## config.mk

```make
export PLATFORM = sky130hd
export DESIGN_NAME = key_cmd_ctrl
export DESIGN_NICKNAME = d
export VERILOG_FILES = /design/src/rtl/game_pkg.sv /design/src/rtl/cooldown_timer.sv /design/src/rtl/key_cmd_ctrl.sv
export SDC_FILE = /design/constraint.sdc
export NUM_CORES = 1
export LEC_CHECK = 0
export CAP_MARGIN = 30
export CORE_AREA = 2 2 206 208
export DETAILED_ROUTE_END_ITERATION = 8
export DIE_AREA = 0 0 208 210
export SKIP_LAST_GASP = 1
export SLEW_MARGIN = 10
export SYNTH_ARGS = -nofsm -noshare
export SYNTH_HDL_FRONTEND = slang
export SYNTH_HIERARCHICAL = 1
export SYNTH_SLANG_ARGS = --single-unit
```

## constraint.sdc

```tcl
create_clock -name clk -period 3.4 [get_ports clk]
set_clock_uncertainty 0.15 [all_clocks]
set_input_delay 0.51 -clock clk [delete_from_list [all_inputs] [get_ports clk]]
set_output_delay 0.51 -clock clk [all_outputs]
set_load 0.02 [all_outputs]
```

## src/rtl/game_pkg.sv

```systemverilog
// Shared game constants: keyboard scancodes, direction encodings and jump cooldown defaults.
package game_pkg;

  localparam logic [8:0] SC_A = 9'h01C;
  localparam logic [8:0] SC_D = 9'h023;
  localparam logic [8:0] SC_W = 9'h01D;

  localparam logic [1:0] DIR_NONE  = 2'b00;
  localparam logic [1:0] DIR_RIGHT = 2'b01;
  localparam logic [1:0] DIR_LEFT  = 2'b10;

  localparam int unsigned COOLDOWN_CYC_DEFAULT = 1_000_000;
  localparam int          CD_W                 = 20;

  // State encoding doubles as the dir output value.
  typedef enum logic [1:0] {
    ST_IDLE  = DIR_NONE,
    ST_RIGHT = DIR_RIGHT,
    ST_LEFT  = DIR_LEFT
  } dir_state_e;

endpackage

```

## src/rtl/cooldown_timer.sv

```systemverilog
// Loadable down-counter that saturates at zero; zero is high whenever no cooldown is running.
module cooldown_timer
  import game_pkg::*;
#(
  parameter int unsigned LOAD_VAL = COOLDOWN_CYC_DEFAULT
) (
  input  logic clk,
  input  logic rst,
  input  logic load,
  output logic zero
);

  localparam logic [CD_W-1:0] LOAD_CNT = CD_W'(LOAD_VAL);

  logic [CD_W-1:0] count_q, count_d;

  always_comb begin
    count_d = count_q;
    if (load) begin
      count_d = LOAD_CNT;
    end else if (count_q != '0) begin
      count_d = count_q - 1'b1;
    end
  end

  always_ff @(posedge clk or posedge rst) begin
    if (rst) begin
      count_q <= '0;
    end else begin
      count_q <= count_d;
    end
  end

  assign zero = (count_q == '0);

endmodule

```

## src/rtl/key_cmd_ctrl.sv

```systemverilog
// Turns keyboard decoder events into a held movement direction and a handshaked,
// rate-limited jump request.
module key_cmd_ctrl
  import game_pkg::*;
#(
  parameter logic [8:0]  KEY_LEFT     = SC_A,
  parameter logic [8:0]  KEY_RIGHT    = SC_D,
  parameter logic [8:0]  KEY_JUMP     = SC_W,
  parameter int unsigned COOLDOWN_CYC = COOLDOWN_CYC_DEFAULT
) (
  input  logic         clk,
  input  logic         rst,
  input  logic [511:0] key_down,
  input  logic [8:0]   last_change,
  input  logic         key_valid,
  output logic [1:0]   dir,
  output logic         jump_req,
  input  logic         jump_ack
);

  dir_state_e state_q, state_d;
  logic       w_held_q, w_held_d;
  logic       jump_req_q, jump_req_d;
  logic       cd_zero;
  logic       jump_evt;
  logic       jump_accept;

  always_comb begin
    state_d = state_q;
    if (key_valid) begin
      if (last_change == KEY_LEFT) begin
        if (key_down[KEY_LEFT]) begin
          state_d = ST_LEFT;
        end else if (state_q == ST_LEFT) begin
          state_d = key_down[KEY_RIGHT] ? ST_RIGHT : ST_IDLE;
        end
      end else if (last_change == KEY_RIGHT) begin
        if (key_down[KEY_RIGHT]) begin
          state_d = ST_RIGHT;
        end else if (state_q == ST_RIGHT) begin
          state_d = key_down[KEY_LEFT] ? ST_LEFT : ST_IDLE;
        end
      end
    end
  end

  // A jump make is only honoured on a fresh press with nothing pending and no cooldown.
  assign jump_evt    = key_valid && (last_change == KEY_JUMP);
  assign jump_accept = jump_evt && key_down[KEY_JUMP] && !w_held_q && !jump_req_q && cd_zero;

  always_comb begin
    w_held_d   = jump_evt ? key_down[KEY_JUMP] : w_held_q;
    jump_req_d = jump_req_q;
    if (jump_accept) begin
      jump_req_d = 1'b1;
    end else if (jump_ack) begin
      jump_req_d = 1'b0;
    end
  end

  always_ff @(posedge clk or posedge rst) begin
    if (rst) begin
      state_q    <= ST_IDLE;
      w_held_q   <= 1'b0;
      jump_req_q <= 1'b0;
    end else begin
      state_q    <= state_d;
      w_held_q   <= w_held_d;
      jump_req_q <= jump_req_d;
    end
  end

  cooldown_timer #(
    .LOAD_VAL (COOLDOWN_CYC)
  ) u_cooldown (
    .clk  (clk),
    .rst  (rst),
    .load (jump_accept),
    .zero (cd_zero)
  );

  assign dir      = state_q;
  assign jump_req = jump_req_q;

endmodule

```

==> impl_metrics.csv <==
group,metric,value,unit
yosys,synth_edf_count,0,
sta,hold_ws,322.5,ps
worst_setup_path,cp_cell_sequence,"inv_1 > ha_1 > or4b_2 > or4_4 > nor2_2 > nor4bb_2 > and4_4 > buf_12 > nor2_1 > mux2_1",
drt,ant_nets,0,
die,die_area,43680,um^2
cts,path_clk_slew,70,ps
global_routing,grt_max_degree,25,
die,coreArea,41480,um^2
sta,rsz0062_at_grt,"false",
cts,clock-sinks,24,
drt,drcViolationCount,0,
yosys,async_flop_share,100.0,%
global_routing,grt-ovfl-total,0,
sta,tns,0,ps
finish,drive_above_1_share,16.76,%
finish,final_nets,701,
die,num_io_pins,528,
finish,syn2layout_area_growth,70.44,%
sta,setup_viol,0,
power_and_ir_drop,power.leakage,0.6964,nW
die,die_h,210,um
yosys,yosys-top-cells-area,"dfrtp_1, or4_1, nor2b_1, mux2_2, a21oi_1",
yosys,seq_area_frac_synth,40.89,%
placement,placed_area,2351,um^2
die,rows,75,
finish,diodes,0,
worst_setup_path,crit_family,"simple AND/OR/NAND/NOR gates",
worst_setup_path,cp_slowest_cell,"or4b_2",
placement,hpwlAfterDp,2.402,mm
cts,cts_hold_buf,0,
sta,setup_ws,159.1,ps
sta,tightestPinTransition,783.6,ps
die,die_w,208,um
global_routing,grt_util_all_layers,1.532,%
worst_setup_path,path_buf_inv,2,
finish,multi_input_area,830.8,um^2
placement,post-place-ws,2.110,ps
drt,drt_first_pass_iters,4,
finish,fin_util,6.036,%
sta,final_max_slew_viol_count,0,
power_and_ir_drop,finalPower,666.4,uW
drt,drt_wl_total,3.338,mm
global_routing,busiest_layer,"met2",
cts,clockBufferDepth,2,
drt,drtIter0Drc,71,
status,status,"finished, final reports clean",
power_and_ir_drop,power_per_cell_area,266.2,nW/um^2
worst_setup_path,cp_max_fo,12,
worst_setup_path,cp-start-kind,"register",
global_routing,use_met1,1.705,%
sta,timing.fmax,308.6,MHz
die,start_util,3.541,%
cts,tritoncts,"built",
finish,fill_cells,4899,
worst_setup_path,crit_arrival,3240,ps
worst_setup_path,cp-end-kind,"register",
cts,clockRootBuffer,"clkbuf_16",
hold_path,min_path_type,"in -> async",
sta,finalHoldViolCount,0,
drt,vias,1260,
finish,regArea,600.6,um^2
yosys,yosysWarnings,6,
placement,port_buffers,18,
global_routing,grt_pass1_wl,5.382,mm
yosys,syn_area,1469,um^2
yosys,synthCells,150,
placement,post-place-cells,706,
yosys,synth_area_leader_cell,"dfrtp_1",
worst_setup_path,cp_slowest_stage_delay,620,ps
worst_setup_path,worstSetupPathType,"reg -> reg",
yosys,synth_flop_cell,"dfrtp_1",
yosys,synth_top_cell_area_share,40.89,%
finish,fin_cells,712,
sta,fin_crit_sh,95.32,%
global_routing,grtUsageMet3,0.4321,%
cts,h-tree-depth,1,
cts,worstSkewPairLatency,270,ps
sta,period_needed,3241,ps
global_routing,antenna_found_initial,0,
drt,routed_via_density,1.770,
yosys,synth_area_per_cell,9.793,um^2
placement,routabilityCongestion,0.7282,
global_routing,grt_pass1_vias,1185,
finish,finalInstanceArea,2504,um^2
yosys,synth-seq-cells,24,
worst_setup_path,required,3400,ps
yosys,ys_types,43,
global_routing,met2_usage,2.417,%
yosys,syn_nets,677,
power_and_ir_drop,vdd_ir_drop_max,0.0002338,V
cts,cts_inserted_buffers,3,
flow_run,max_cap_viol_count,0,
drt,wire_per_inst,4.688,um
sta,slew_headroom,47.70,%
-- state kept, by name (all words and copies together) (netlist names) --
name / flops
jump_req: 1
u_cooldown/count_q: 20
dir: 2
w_held_q: 1
-- cell usage after synthesis (2+ instances only) --
master     instances
dfrtp_1           24
nor2b_1           12
or4_1             12
nor2_1            10
a21oi_1            9
inv_1              6
nand3_1            6
mux2_2             5
nor4_1             5
or3_1              5
clkbuf_1           4
mux2i_1            4
a211oi_1           3
buf_2              3
nor3_1             3
o21ai_0            3
o31ai_1            3
a2111oi_0          2
and3b_1            2
ha_1               2
nor3b_1            2
o2111ai_1          2
or2_2              2
or3b_1             2
-- layout by cell type, fill, tap and decap left out, drive strengths merged, types with 2 or more instances in the layout --
| master | netlist | final |
|---|---|---|
| inv | 6 | 6 |
| buf | 3 | 7 |
| o2111ai | 2 | 2 |
| and3b | 2 | 2 |
| or3 | 5 | 5 |
| nand3 | 6 | 6 |
| nor3b | 2 | 2 |
| dfrtp | 24 | 24 |
| or2 | 2 | 2 |
| nor3 | 3 | 3 |
| clkbuf | 4 | 4 |
| a2111oi | 2 | 2 |
| ha | 2 | 2 |
| mux2i | 4 | 4 |
| a21oi | 9 | 9 |
| a211oi | 3 | 3 |
| nor2b | 12 | 12 |
| or3b | 3 | 3 |
| nor2 | 10 | 10 |
| mux2 | 6 | 6 |
| nor4 | 6 | 6 |
| clkdlybuf4s50 | 0 | 18 |
| o31ai | 3 | 3 |
| or4 | 13 | 13 |
| o21ai | 3 | 3 |
-- layer usage --
metal	wire (um)	vias to the layer above
li1	-	624
met1	1547	608
met2	1529	23
met3	133	5
met4	127	0
met5	0	-
-- final timing paths --
check	slack, ps	end	from	cells past startpoint
min	320	w_held_q$_DFFE_PP0N_	rst	2
min reg2reg	390	u_cooldown/count_q[13]$_DFFE_PP0P_	u_cooldown/count_q[13]$_DFFE_PP0P_	2
max	160	u_cooldown/count_q[7]$_DFFE_PP0P_	u_cooldown/count_q[1]$_DFFE_PP0P_	10
max reg2reg	160	u_cooldown/count_q[7]$_DFFE_PP0P_	u_cooldown/count_q[1]$_DFFE_PP0P_	10
min in group clk	390	u_cooldown/count_q[13]$_DFFE_PP0P_	u_cooldown/count_q[13]$_DFFE_PP0P_	2
max in group asynchronous	2030	u_cooldown/count_q[8]$_DFFE_PP0P_	rst	2
-- power breakdown --
part	switching (mW)	internal, mW
Combinational	0.0149	0.0209
Clock	0.108	0.234
Sequential	0.00113	0.287
-- kinds of logic (layout without fill, tap and decap cells) --
group	count (synthesis)	after routing	synth area share [%]
AO/OA/AOI/OAI	29	29	13.63
AND/OR/NAND/NOR	72	72	32.88
buffers and inverters	13	36	3.577
adder cells (fa/ha/maj)	2	2	1.703
multiplexers	10	10	7.325
flip-flops	24	24	40.89
-- cell type report --
| type | count | share of cell area, % |
|---|---|---|
| Clock buffer | 3 | 2.999 |
| Clock inverter | 1 | 1.199 |
| Inverter | 6 | 0.8996 |
| Multi-Input combinational cell | 113 | 33.18 |
| Sequential cell | 24 | 23.99 |
| Tap cell | 539 | 26.94 |
| Timing Repair Buffer | 26 | 10.79 |
-- repair_timing --
action	in CTS	in global routing
pin swaps	0	1
cloned	0	1
gates resized for setup	1	4
setup endpoints to repair	1	7
setup buffers	0	1
(Power assumes the default switching activity.)
